`src/rtl/rtc_uart_pkg.sv`:
```
// rtl/rtc_uart_pkg.sv - shared state encoding and ASCII/frame constants for the RTC time printer
package rtc_uart_pkg;

    typedef enum logic [1:0] {
        ST_IDLE  = 2'd0,
        ST_ISSUE = 2'd1,
        ST_WAIT  = 2'd2,
        ST_GAP   = 2'd3
    } state_t;

    localparam logic [7:0] ASCII_COLON = 8'h3A;
    localparam logic [7:0] ASCII_CR    = 8'h0D;
    localparam logic [7:0] ASCII_LF    = 8'h0A;
    localparam logic [7:0] ASCII_ZERO  = 8'h30;
    localparam logic [7:0] ASCII_QMARK = 8'h3F;

    localparam int FRAME_LEN_CRLF = 10;
    localparam int FRAME_LEN_BARE = 8;

endpackage

```
`src/rtl/bcd2ascii.sv`:
```
// rtl/bcd2ascii.sv - BCD nibble to ASCII digit, invalid nibbles become '?'
module bcd2ascii
    import rtc_uart_pkg::*;
(
    input  logic [3:0] nibble,
    output logic [7:0] ascii
);

    // digits 0..9 map onto '0'..'9'; A..F cannot be a time digit, so flag them visibly
    always_comb begin
        if (nibble <= 4'd9) begin
            ascii = ASCII_ZERO + {4'd0, nibble};
        end else begin
            ascii = ASCII_QMARK;
        end
    end

endmodule

```
`src/rtl/rtc_uart_time_tx.sv`:
```
// rtl/rtc_uart_time_tx.sv - sequences "HH:MM:SS\r\n" into the single-byte UART transmitter
module rtc_uart_time_tx
    import rtc_uart_pkg::*;
#(
    parameter int TERM_CRLF      = 1,
    parameter int GAP_CYCLES     = 0,
    parameter int TIMEOUT_CYCLES = 2000000
) (
    input  logic       clk,
    input  logic       rstn,
    input  logic       start,
    input  logic [7:0] hour_bcd,
    input  logic [7:0] min_bcd,
    input  logic [7:0] sec_bcd,
    input  logic       tx_done,
    input  logic       tx_busy,
    output logic       send_en,
    output logic [7:0] tx_data,
    output logic       busy,
    output logic       frame_done,
    output logic       frame_err
);

    localparam logic [3:0]  LAST     = (TERM_CRLF != 0) ? 4'(FRAME_LEN_CRLF - 1)
                                                        : 4'(FRAME_LEN_BARE - 1);
    localparam logic [15:0] GAP_LAST = (GAP_CYCLES > 0) ? 16'(GAP_CYCLES - 1) : 16'd0;
    localparam logic [31:0] TO_LAST  = 32'(TIMEOUT_CYCLES - 1);

    state_t      state;
    state_t      state_nxt;
    logic [3:0]  idx;
    logic [15:0] gap_cnt;
    logic [31:0] to_cnt;
    logic        pending;
    logic [7:0]  hour_r;
    logic [7:0]  min_r;
    logic [7:0]  sec_r;

    logic        is_last;
    logic        restart;
    logic        timeout_hit;
    logic        load_byte;
    logic [3:0]  ld_idx;
    logic [7:0]  src_h;
    logic [7:0]  src_m;
    logic [7:0]  src_s;
    logic [3:0]  nib;
    logic [7:0]  digit;
    logic [7:0]  ld_byte;

    assign is_last     = (idx == LAST);
    // a frame (re)starts from IDLE, or back-to-back when a request was queued or arrives with the last tx_done
    assign restart     = ((state == ST_IDLE) && start)
                      || ((state == ST_WAIT) && tx_done && is_last && (pending || start));
    assign timeout_hit = (state == ST_WAIT) && !tx_done && (to_cnt == TO_LAST);
    // tx_data is loaded on entry to ISSUE so it is valid the same cycle send_en rises
    assign load_byte   = (state_nxt == ST_ISSUE) && (state != ST_ISSUE);

    // state register
    always_ff @(posedge clk or negedge rstn) begin
        if (!rstn) begin
            state <= ST_IDLE;
        end else begin
            state <= state_nxt;
        end
    end

    // next-state decision
    always_comb begin
        state_nxt = state;
        case (state)
            ST_IDLE: begin
                if (start) state_nxt = ST_ISSUE;
            end
            ST_ISSUE: begin
                if (!tx_busy) state_nxt = ST_WAIT;
            end
            ST_WAIT: begin
                if (tx_done) begin
                    if (is_last) begin
                        state_nxt = restart ? ST_ISSUE : ST_IDLE;
                    end else begin
                        state_nxt = (GAP_CYCLES > 0) ? ST_GAP : ST_ISSUE;
                    end
                end else if (timeout_hit) begin
                    state_nxt = ST_IDLE;
                end
            end
            ST_GAP: begin
                if (gap_cnt == GAP_LAST) state_nxt = ST_ISSUE;
            end
            default: state_nxt = ST_IDLE;
        endcase
    end

    // decoded outputs
    always_comb begin
        send_en    = (state == ST_ISSUE) && !tx_busy;
        busy       = (state != ST_IDLE);
        frame_done = (state == ST_WAIT) && tx_done && is_last;
        frame_err  = timeout_hit;
    end

    // pick the byte index and time source for the byte about to be presented
    always_comb begin
        ld_idx = idx;
        if (restart) begin
            ld_idx = 4'd0;
        end else if (state == ST_WAIT) begin
            ld_idx = idx + 4'd1;
        end
        src_h = restart ? hour_bcd : hour_r;
        src_m = restart ? min_bcd  : min_r;
        src_s = restart ? sec_bcd  : sec_r;
        case (ld_idx)
            4'd0:    nib = src_h[7:4];
            4'd1:    nib = src_h[3:0];
            4'd3:    nib = src_m[7:4];
            4'd4:    nib = src_m[3:0];
            4'd6:    nib = src_s[7:4];
            4'd7:    nib = src_s[3:0];
            default: nib = 4'd0;
        endcase
    end

    bcd2ascii u_digit (
        .nibble (nib),
        .ascii  (digit)
    );

    // separators and line ending are fixed characters, everything else is a digit
    always_comb begin
        case (ld_idx)
            4'd2, 4'd5: ld_byte = ASCII_COLON;
            4'd8:       ld_byte = ASCII_CR;
            4'd9:       ld_byte = ASCII_LF;
            default:    ld_byte = digit;
        endcase
    end

    // snapshot, byte index, counters, pending request and output byte
    always_ff @(posedge clk or negedge rstn) begin
        if (!rstn) begin
            idx     <= 4'd0;
            gap_cnt <= 16'd0;
            to_cnt  <= 32'd0;
            pending <= 1'b0;
            hour_r  <= 8'd0;
            min_r   <= 8'd0;
            sec_r   <= 8'd0;
            tx_data <= 8'd0;
        end else begin
            if (restart) begin
                hour_r <= hour_bcd;
                min_r  <= min_bcd;
                sec_r  <= sec_bcd;
                idx    <= 4'd0;
            end else if ((state == ST_WAIT) && tx_done) begin
                idx <= is_last ? 4'd0 : idx + 4'd1;
            end

            if ((state == ST_ISSUE) && !tx_busy) begin
                to_cnt <= 32'd0;
            end else if (state == ST_WAIT) begin
                to_cnt <= to_cnt + 32'd1;
            end

            if ((state == ST_WAIT) && tx_done) begin
                gap_cnt <= 16'd0;
            end else if (state == ST_GAP) begin
                gap_cnt <= gap_cnt + 16'd1;
            end

            // one-deep request queue; an aborted frame drops any queued request
            if (restart || timeout_hit) begin
                pending <= 1'b0;
            end else if (start && (state != ST_IDLE)) begin
                pending <= 1'b1;
            end

            if (load_byte) begin
                tx_data <= ld_byte;
            end
        end
    end

endmodule

```
`config.mk`:
```
export PLATFORM = sky130hd
export DESIGN_NAME = rtc_uart_time_tx
export DESIGN_NICKNAME = d
export VERILOG_FILES = /design/src/rtl/rtc_uart_pkg.sv /design/src/rtl/bcd2ascii.sv /design/src/rtl/rtc_uart_time_tx.sv
export SDC_FILE = /design/constraint.sdc
export NUM_CORES = 1
export LEC_CHECK = 0
export ABC_AREA = 1
export CAP_MARGIN = 15
export CORE_UTILIZATION = 59
export DETAILED_ROUTE_END_ITERATION = 16
export PLACE_DENSITY = 0.81
export SYNTH_ARGS = -nofsm -noshare
export SYNTH_HDL_FRONTEND = slang
export SYNTH_HIERARCHICAL = 1
export SYNTH_SLANG_ARGS = --single-unit
export TNS_END_PERCENT = 10
```
`constraint.sdc`:
```
create_clock -name clk -period 2.7 [get_ports clk]
set_input_delay 0.54 -clock clk [delete_from_list [all_inputs] [get_ports clk]]
set_output_delay 0.54 -clock clk [all_outputs]
set_load 0.01 [all_outputs]
```
; Word-level counts from Yosys, hierarchy flattened
; Cells that the tools add are included.
[word_totals]
ff_bits = 87
latchBits = 0
mem_bits_rw = 0
mem_bits_ro = 0
in_bits = 29
word_cells = 78
memories = 0
[classes]
n_addsub = 4
mul = 0
div = 0
magnitude_cmp = 1
eq_ne = 16
shifts = 0
mux = 25
bitwise = 0
n_reduce_logical = 23
[op_table]
columns = operator, n
row1 = 32-bit 2-to-1 mux, 2
row2 = 32-bit by 1-bit adder with 32-bit output (second input constant), 1
row3 = 32-bit by 21-bit equality test with 1-bit output (second input constant), 1
row4 = 16-bit 2-to-1 mux, 2
row5 = 8-bit 2-to-1 mux, 4
row6 = 4-bit one-hot mux with 6 select lines, 1
row7 = 8-bit one-hot mux with 3 select lines, 1
row8 = 4-bit 2-to-1 mux, 5
row9 = 16-bit by 1-bit adder with 16-bit output (second input constant), 1
row10 = 4-bit by 3-bit equality test with 1-bit output (second input constant), 4
row11 = 16-bit logical NOT, 1
row12 = 4-bit equality test (second input constant), 3
row13 = 2-bit 2-to-1 mux, 5
row14 = 2-bit nonzero test, 5
row15 = 1-bit logical AND, 9
row16 = 4-bit by 2-bit equality test with 1-bit output (second input constant), 2
row17 = 2-bit one-hot mux with 4 select lines, 1
row18 = 6-bit by 4-bit adder with 7-bit output (first input constant), 1
row19 = 4-bit by 1-bit adder with 4-bit output (second input constant), 1
row20 = 2-bit by 1-bit equality test with 1-bit output (second input constant), 2
row21 = 2-bit equality test (second input constant), 2
row22 = 4-bit by 1-bit equality test with 1-bit output (second input constant), 1
row23 = 4-bit <= comparator (second input constant), 1
row24 = 4-bit logical NOT, 1
row25 = other kinds (6), 12

; Logic depth before layout (Yosys ltp)
; Gate-level depths: netlist (run 1).
[depth]
word_depth = 11
ltp_mapped = 18

; By module
; The synthesis (run 1) kept the hierarchy.
[modules_own_cells]
columns = mod, n_inst, cells_per_inst, area_per_inst_um2
row1 = rtc_uart_time_tx, 1, 699, 4943.5
row2 = bcd2ascii, 1, 14, 72.6

; Worst setup path before layout (run 1)
; No wires, ideal clock.
[synth_path]
path_kind = register to register
from = reg idx[1]
to = reg tx_data[0]
setup_ns = 0.125
t_arrival_ns = 2.012
required_ns = 2.575
slack_ns = 0.563
stages_incl_launch_ff = 19
n_path_buf = 1
path_cell_list = dfrtp_1 -> inv_1 -> ha_1 -> nand2_1 -> nor2_1 -> nand3_4 -> nand2_4 -> inv_4 -> buf_6 -> nand2_1 -> nand2_1 -> nand2_1 -> nand3_1 -> nor2_1 -> nand2_1 -> o21ai_2 -> nand2_1 -> nand4_1 -> a21oi_1
[synth_via]
word_cells_on_any_way = 32
[synth_lines]
columns = item, line_no
row1 = "start, declared", rtc_uart_time_tx.sv:31  ; logic [3:0] idx;
row2 = "start signal, assigned", rtc_uart_time_tx.sv:159  ; idx <= is_last ? 4'd0 : idx + 4'd1;
row3 = 4-bit equality test, rtc_uart_time_tx.sv:51  ; assign is_last = (idx == LAST);
row4 = 1-bit logical AND (2 in series), rtc_uart_time_tx.sv:54  ; || ((state == ST_WAIT) && tx_done && is_last && (pending || start));
row5 = 1-bit logical OR, rtc_uart_time_tx.sv:54
row6 = 8-bit 2-to-1 mux, --
row7 = named net src_s[5], rtc_uart_time_tx.sv:46  ; logic [7:0] src_s;
row8 = 4-bit one-hot mux with 6 select lines, rtc_uart_time_tx.sv:115  ; case (ld_idx)
row9 = named net nib[1], rtc_uart_time_tx.sv:47  ; logic [3:0] nib;
row10 = 4-bit <= comparator, bcd2ascii.sv:11  ; if (nibble <= 4'd9) begin
row11 = 8-bit 2-to-1 mux, bcd2ascii.sv:11
row12 = named net digit[0], rtc_uart_time_tx.sv:48  ; logic [7:0] digit;
row13 = 8-bit one-hot mux with 3 select lines, rtc_uart_time_tx.sv:133  ; case (ld_idx)
row14 = "end signal, assigned", rtc_uart_time_tx.sv:182  ; tx_data <= ld_byte;
row15 = "end, declared", rtc_uart_time_tx.sv:18  ; output logic [7:0] tx_data,
; The timed path passes the listed nets, and every way through them passes these cells.
; A chain may end at the register's enable or synchronous reset.

; Worst setup path in the final report (run 1)
; Ends and elaborated chain as after synthesis.

==> results of run 1 <==
synthesized netlist by cell type:
master	number	area share [%]
o21a_1	2	0.30
nand3_1	49	4.9
clkbuf_1	6	0.45
buf_2	5	0.50
a31oi_1	2	0.25
nor2_8	1	0.40
a21oi_1	21	2.1
o22ai_1	5	0.62
a22oi_1	1	0.15
inv_1	89	6.7
nor3b_1	1	0.15
or2_2	1	0.12
ha_1	5	1.2
nor2_2	4	0.50
dfrtp_1	87	43
a31o_2	1	0.17
nand2_4	2	0.45
nand3_2	1	0.20
and2_1	1	0.12
nand2_1	232	17
buf_4	5	0.75
and3_1	1	0.12
o21ai_2	1	0.17
inv_4	1	0.12
a32o_1	1	0.20
nand3_4	1	0.35
xor2_1	1	0.17
inv_2	2	0.15
nand3b_1	1	0.15
o21ai_0	45	4.5
a21boi_1	1	0.15
o2111ai_1	1	0.17
nand4_1	30	3.7
nor3_1	25	2.5
o32ai_1	2	0.35
o21ai_1	2	0.20
nor2_1	71	5.3
nor4_1	2	0.25
conb_1	2	0.15
buf_6	2	0.45
final cells by class:
class                           instances  area, sq um
Clock inverter                          5        58.81
Tap cell                              105        131.4
Multi-Input combinational cell        518         2414
Inverter                               92        347.8
Sequential cell                        87         2178
Clock buffer                           10        137.6
Timing Repair Buffer                   60        600.6
Fill cell                             671         2349
state kept, by name (all words and copies together) (netlist names):
signal,count
pending,1
min_r,8
tx_data,8
hour_r,8
sec_r,8
gap_cnt,16
to_cnt,32
idx,4
state,2
worst min-delay path by stage:
stage	startpoint	endpoint	slack (ns)
after floorplan	rstn	gap_cnt[0]	0.24
after global placement	sec_r[2]	sec_r[2]	0.46
after detailed placement	tx_data[4]	tx_data[4]	0.46
after CTS	rstn	to_cnt[23]	0.23
after global routing	rstn	to_cnt[23]	0.24
final	rstn	to_cnt[23]	0.19
worst max-delay path, cell delays in order, from the launching register on:
cell     delay, ns
dfrtp_1       0.42
inv_1         0.11
ha_1          0.17
nand2_1       0.05
nor2_1        0.23
nand3_4       0.16
nand2_4       0.11
inv_4         0.08
buf_12        0.15
nand2_1       0.06
nand2_1       0.07
nand2_1       0.08
nand2_1       0.06
nor2_1        0.12
nand3_1       0.12
o21ai_2       0.17
nand2_1       0.07
nand4_1       0.09
a21oi_1       0.06
metrics by stage:
step / hold WS, ns / std cells / setup slack (ns) / cell area, sq um
4_1_cts: 0.2272 / 876 / 0.01957 / 5844
2_1_floorplan: 0.2444 / 715 / 0.5634 / 5024
3_3_place_gp: 0.4606 / 859 / 0.07493 / 5623
3_5_place_dp: 0.4641 / 859 / -0.05920 / 5623
5_1_grt: 0.2399 / 877 / 0.001842 / 5868
6_report: 0.1910 / 877 / 0.2082 / 5868
kinds of logic (layout without fill, tap and decap cells):
logic type                 after synthesis  in the layout  share of synthesized area, %
and+or+nand+nor                        423            423                         36.62
buffers and inverters                  110            167                         9.080
DFF                                     87             87                         43.40
AOI/OAI and AO/OA                       85             85                         9.329
adders and majority gates                5              5                         1.247
other                                    2              4                        0.1497
xor gates and xnor gates                 1              1                        0.1746
timing repair:
action | 4_1_cts | 5_1_grt
pin swaps | 1 | 1
resized for setup | 3 | 8
setup buffers | 2 | 1
endpoints found under the setup margin | 1 | 4
layer usage:
metal / GRT usage [%] / routed length, um
met4: 12.44 / 256
met3: 4.126 / 693
met5: 0 / 0
met2: 48.07 / 5783
met1: 40.64 / 5354
power groups by stage:
stage	Clock (mW)	Sequential [mW]	Combinational [mW]
detailed placement	0	1.91	2.38
global placement	0	1.89	2.31
CTS	0.938	1.88	2.40
floorplan	0	1.88	1.58
global route	0.995	1.93	2.76
finish	0.915	1.88	2.43
==> results.py, run 1 <==
metrics = {
    "timing": {
        "fin_crit_sh_pct": 92.29,
        "worst_pin_slew_ns": 0.5228,
        "setup_violations": 0,
        "clock_skew_ns": 0.008310,
        "slew_violations": 0,
        "hold_viol": 0,
        "rsz0062_at_grt": "no",
        "tns_ns": 0,
        "fmax_mhz": 401.3,
        "slew_headroom_pct": 64.88,
        "final_period_minus_worst_setup_slack_ns": 2.492,
    },
    "layout": {
        "nets": 802,
        "final_cell_mix": "nand2_1, inv_1, dfrtp_1",
        "drive_above_1_share_pct": 7.772,
        "layout_commonest_cell": "nand2_1",
        "area_growth_pct": 16.99,
        "antenna_cells": 0,
        "final_util_pct": 71.42,
    },
    "detailed_routing": {
        "drt_iter0_markers": 360,
        "routed_via_density": 5.620,
        "wirelength_mm": 12.09,
        "wl_per_cell_um": 13.78,
        "drc_errors": 0,
        "num_vias": 4929,
        "ant_nets": 0,
        "dr.pass1.iters": 5,
    },
    "critical_path": {
        "worstSetupStartpoint": "idx[1]",
        "reg2reg_to": "tx_data[0]",
        "worstPathArrival_ns": 2.73,
        "end_kind": "flop",
        "required_ns": 2.94,
        "path_class": "flop to flop",
        "ff2ff_path_depth": 18,
        "startpoint_type": "flop",
        "worst-r2r-setup-slack_ns": 0.21,
        "cp_max_fo": 12,
        "setup.worst_path.end": "tx_data[0]",
        "r2r_start": "idx[1]",
    },
    "clock_network": {
        "htreeDepth": 3,
        "cts-root-buf": "clkbuf_8",
        "numCtsBuffers": 9,
        "worstSkewPairLatency_ns": 0.35,
        "cts_tree": "yes",
        "clock_sinks": 87,
        "holdBufCountCts": 0,
        "clk_pin_slew_ns": 0.09,
        "cts.path.max_buffers": 2,
    },
    "logic_synthesis": {
        "synth-seq-cells": 87,
        "netlist_instances": 713,
        "synth-seq-area-share_pct": 43.40,
        "synth_cell_types": 40,
        "yosysWarningCount": 6,
        "syn_avg_cell_area_sq_um": 7.035,
        "synth_area_sq_um": 5016,
    },
    "global_routing": {
        "grt_max_degree": 88,
        "antenna_found_initial": 0,
        "overflow": 0,
        "grt_pass1_vias": 4614,
        "grt_pass1_wl_mm": 20.87,
        "grtUsageTotal_pct": 29.98,
    },
    "placement": {
        "io_buffers": 40,
        "gp_congestion": 0.9398,
        "dp_hpwl_mm": 8.866,
    },
    "power_and_ir_drop": {
        "switchingPower_mw": 2.217,
        "power_mw": 5.234,
        "p_comb_share_pct": 46.5,
        "leakagePower_nw": 2.891,
        "p_seq_share_pct": 36.0,
        "pwr-share-clk_pct": 17.5,
        "internal_power_mw": 3.017,
        "peakVddDrop_v": 0.0006569,
        "power_density_nw_per_um2": 891.9,
        "sw_frac_of_total_pct": 42.36,
    },
    "floorplanning": {
        "coreArea_sq_um": 8217,
        "die_x_um": 94.21,
        "die_area_sq_um": 8875,
        "io_pins": 41,
        "initial_core_util_pct": 61.05,
        "num_rows": 33,
        "die_y_um": 94.21,
    },
    "run_status": {
        "status": "finished clean",
    },
    "run": {
        "max_cap_violations": 0,
    },
    "hold_path": {
        "hold_path.class": "input pin to async pin",
    },
}
Power figures use the tool's default switching activity.
==> run 2, diff against run 1 <==
Settings changed: TNS_END_PERCENT 10 to unset.
==> results of run 2 <==
Same layout as run 1: the final DEF is identical, and so are final timing and power.
==> edit 1, RTL diff (config.mk and constraints of run 1) <==
One comparison of `idx` changes from == to >=.
--- a/src/rtl/rtc_uart_time_tx.sv
+++ b/src/rtl/rtc_uart_time_tx.sv
@@ -50,3 +50,3 @@
 
-    assign is_last     = (idx == LAST);
+    assign is_last     = (idx >= LAST);
     // a frame (re)starts from IDLE, or back-to-back when a request was queued or arrives with the last tx_done
Check against the original RTL: no difference found for any inputs over 10 cycles, from zero or initial values and one cycle with rstn low; that may be too few to reach the edited logic, so the function may still have changed.
==> edit 1 against run 1 <==
Synthesized cell count increased by 3.4%; cell count increased by 4.0%; largest power group unchanged; total power decreased by 0.72%; cell area increased by 3.1%; clock power decreased by 6.6%; count of clock-buffer cells in the layout unchanged; area after synthesis increased by 3.2%; wire length increased by 2.6%; sequential cell count unchanged; sequential share of layout area decreased by 1.1 points; via count increased by 0.91%; combinational power increased by 3%; worst setup slack improved by 0.012 ns.
==> edit 1: results (changes against run 1) <==
[drt]
drt-total-wl_um=12400  ; +2.6%
wl_met3_um=661  ; -4.6%
vias=4974  ; +0.91%
dr.first_iter.drc_count=308  ; -14%
via_per_inst=5.45  ; -3.0%
dr_wl_met2_um=5840  ; +0.93%
wl_met1_um=5750  ; +7.3%
routed.top_layer=met4

[global_routing]
grt_max_degree=44  ; -50%
grt_pass1_vias=4625  ; +0.24%
grt_pass1_wl_um=20800  ; -0.30%
grtUsageTotal=0.294  ; -0.00602
antenna_found_initial=0  ; unchanged
met2_usage=0.479  ; -0.00151
groute.layer.met1.usage=0.401  ; -0.00536
grt_use_met3=0.0494  ; +0.00818

[clock_tree]
clk_path_buf_depth=2  ; unchanged
cts_resized=4  ; +1
cts_buffers=9  ; unchanged
cts_setup_buffers=0  ; -2

[placement]
dpl_worst_slack_ns=-0.114  ; -0.0550 ns
gp_congestion=0.898  ; -4.5%
dp_hpwl_um=9280  ; +4.7%
dp_cells=895  ; +4.2%

[timing]
tightest_slew_ns=0.577  ; +0.0546 ns
clock-skew-final_ns=0.0171  ; +0.00878 ns

[yosys]
seq_area_frac_synth=0.420  ; -0.0135
synth_cell_type_count=43  ; +7.5%
synthTopCellsByArea=dfrtp_1 (42%), nand2_1 (19%), inv_1 (6.0%)
yosysWarnings=6  ; unchanged
syn_inst=737  ; +3.4%
synthTopCellsByCount=nand2_1 (257), dfrtp_1 (87), inv_1 (83), nor2_1 (79), nand3_1 (53)
synthFlopType=dfrtp_1

[power_and_ir_drop]
ir_drop_v=0.000385  ; -41%
p_leak_nw=3.04  ; +5.2%

[worst_setup_path]
path_max_fanout=4  ; -8
critical-path-slowest-cell=dfrtp_1
ff2ff_path_depth=20  ; +2
r2r_end=tx_data[1]
reg2reg_slack_ns=0.27  ; +0.06 ns
slowest_delay_ns=0.42  ; about the same
rr_startpoint=idx[0]

[cells_and_area]
fin_nets=837  ; +4.4%
nFillCells=694  ; +3.4%
drive_gt1_frac=0.108  ; +0.0301

[run_status]
status=complete, no violations

## edit 1: cell families after synthesis
kind of cell    count (synthesis)  share of synthesized area
compound gates                 68                     0.0737
xor+xnor                        1                    0.00314
fa+ha+maj                       6                     0.0145
buf+inv                       107                     0.0863
flops                          87                      0.420
mux                             3                    0.00604
other cells                     2                    0.00145
simple gates                  463                      0.394
## edit 1: through the flow
| stage | hold WS (ns) | power (mW) | TNS (ns) | area [um^2] |
|---|---|---|---|---|
| 2_1_floorplan | 0.244 | 3.45 | 0 | 5180 |
| 6_report | 0.163 | 5.20 | 0 | 6050 |
| 3_3_place_gp | 0.460 | 4.20 | -0.134 | 5830 |
| 4_1_cts | 0.184 | 5.17 | 0 | 6020 |
| 3_5_place_dp | 0.465 | 4.30 | -0.246 | 5830 |
| 5_1_grt | 0.193 | 5.61 | 0 | 6050 |
## edit 1: final cells by class
class,count,area (um^2),share of cell area
flip-flops and latches,87,2180,0.360
clock inverters,6,45.0,0.00745
multi-input cells,545,2580,0.427
inverters,90,340,0.0563
clock buffers,10,138,0.0228
repair buffers,69,629,0.104
well taps,105,131,0.0217
## edit 1: power by group
group / leakage, nW / switching (mW) / internal [mW]
Combinational: 1.81 / 1.53 / 0.963
Clock: 0.0849 / 0.492 / 0.363
Sequential: 1.15 / 0.202 / 1.64
Total: 3.04 / 2.23 / 2.97
## edit 1: how the worst max path moves through the flow
stage	start	end	slack, ns	cells after the start
after floorplan	idx[0]	tx_data[1]	0.43	19
after global placement	tx_done	tx_data[0]	-0.08	17
after detailed placement	tx_done	tx_data[0]	-0.11	17
after CTS	state[0]	frame_done	0.04	7
after global routing	idx[0]	tx_data[1]	0.01	20
final	to_cnt[29]	frame_err	0.22	7
==> edit 2, RTL diff (flow settings as in run 1) <==
Without the edit above. The parameter `TIMEOUT_CYCLES` goes from 2000000 to 1000000.
--- a/src/rtl/rtc_uart_time_tx.sv
+++ b/src/rtl/rtc_uart_time_tx.sv
@@ -6,3 +6,3 @@
     parameter int GAP_CYCLES     = 0,
-    parameter int TIMEOUT_CYCLES = 2000000
+    parameter int TIMEOUT_CYCLES = 1000000
 ) (
Behaviour: same outputs for any inputs over 10 cycles, from zero or initial values and one cycle with rstn low; that may be too few to reach the edited logic, so the function may still have changed.
==> edit 2 against run 1 <==
Count of clock-buffer cells in the layout up 1; area after synthesis up 2.8%; worst setup slack worse by 0.044 ns; total power up 15%; cell area up 5.7%; wire length up 2.1%; sequential share of layout area down 2.0 points; sequential cell count unchanged; clock power up 13%.
==> edit 2: results (changes against run 1) <==
[timing]
slew_headroom=0.562  ; -0.0866
clock-skew-final_ns=0.0109  ; +0.00255 ns
holdWs_ns=0.105  ; -0.0856 ns

[placement]
placed_cell_area_um2=5930  ; +5.5%
dp_cells=903  ; +5.1%
gp_congestion=0.940  ; about the same
dp_hpwl_um=9220  ; +4.0%
dpl_worst_slack_ns=-0.220  ; -0.161 ns

[yosys]
synthTopCellsByArea=dfrtp_1 (42%), nand2_1 (20%), inv_1 (6.2%)
synth_cell_type_count=45  ; +13%
synthTopCellsByCount=nand2_1 (276), dfrtp_1 (87), inv_1 (85), nor2_1 (66), nand3_1 (42)
syn_area_per_cell_um2=7.04  ; about the same
seq_area_frac_synth=0.422  ; -0.0120

[drt]
drt-total-wl_um=12300  ; +2.1%
post_drt_wl_per_cell_um=13.4  ; -2.7%
dr.pass1.iters=5  ; unchanged
dr.first_iter.drc_count=334  ; -7.2%
vias=4940  ; +0.22%

[global_routing]
grt_max_degree=56  ; -36%
grtUsageTotal=0.290  ; -0.0100
grt_pass1_wl_um=20600  ; -1.4%
grt_pass1_vias=4646  ; +0.69%

[power_and_ir_drop]
seq_power_mw=1.98  ; +5%
p_leak_nw=3.14  ; +8.6%
combinationalPower_mw=3.02  ; +24%
p_comb_frac=0.501  ; +0.036
swShare=0.426  ; +0.00223

[worst_setup_path]
ff2ff_path_depth=23  ; +5
critical-path-slowest-cell=clkdlybuf4s50_1
slowest_delay_ns=0.45  ; +0.03 ns
path_max_fanout=4  ; -8
r2r_end=tx_data[1]

[cells_and_area]
fin_nets=844  ; +5.2%

[run_status]
status=complete, no violations

## edit 2: worst max path at each step
| stage | startpoint | end | slack, ns | cells after the start |
|---|---|---|---|---|
| floorplan | idx[1] | tx_data[1] | 0.42 | 22 |
| global placement | start | tx_data[1] | -0.13 | 18 |
| detailed placement | start | tx_data[1] | -0.22 | 18 |
| CTS | idx[0] | frame_done | 0.02 | 6 |
| global route | start | tx_data[1] | -0.005 | 19 |
| finish | start | tx_data[1] | 0.16 | 21 |
## edit 2: logic make-up after synthesis
group / count (synthesis) / share of synthesized area
buffers and inverters: 109 / 0.0876
multiplexers: 1 / 0.00194
other: 2 / 0.00146
adder cells (fa/ha/maj): 5 / 0.0121
AND/OR/NAND/NOR: 457 / 0.397
AO/OA/AOI/OAI: 71 / 0.0764
flip-flops: 87 / 0.422
XOR/XNOR: 1 / 0.00170
## edit 2: per-layer routing
metal / global-route usage / share of wire / routed length [um] / vias up
met1: 0.388 / 0.44 / 5470 / 2271
met4: 0.0920 / 0.014 / 176 / 0
met3: 0.0646 / 0.069 / 849 / 21
met2: 0.468 / 0.47 / 5850 / 169
li1: - / - / - / 2479
met5: 0 / 0 / 0 / -
## edit 2: layout make-up
| cell class | count | area (um^2) |
|---|---|---|
| clock buffer | 11 | 141 |
| timing repair buffer | 81 | 744 |
| fill | 632 | 2140 |
| multi-input combinational | 539 | 2580 |
| tap | 105 | 131 |
| inverter | 92 | 348 |
| sequential | 87 | 2180 |
| clock inverter | 5 | 81.3 |
## edit 2: timing repair
item	4_1_cts	5_1_grt
pin swaps	0	1
resized for setup	2	12
endpoints found under the hold margin	0	0
buffers inserted	0	1
endpoints found under the setup margin	1	4
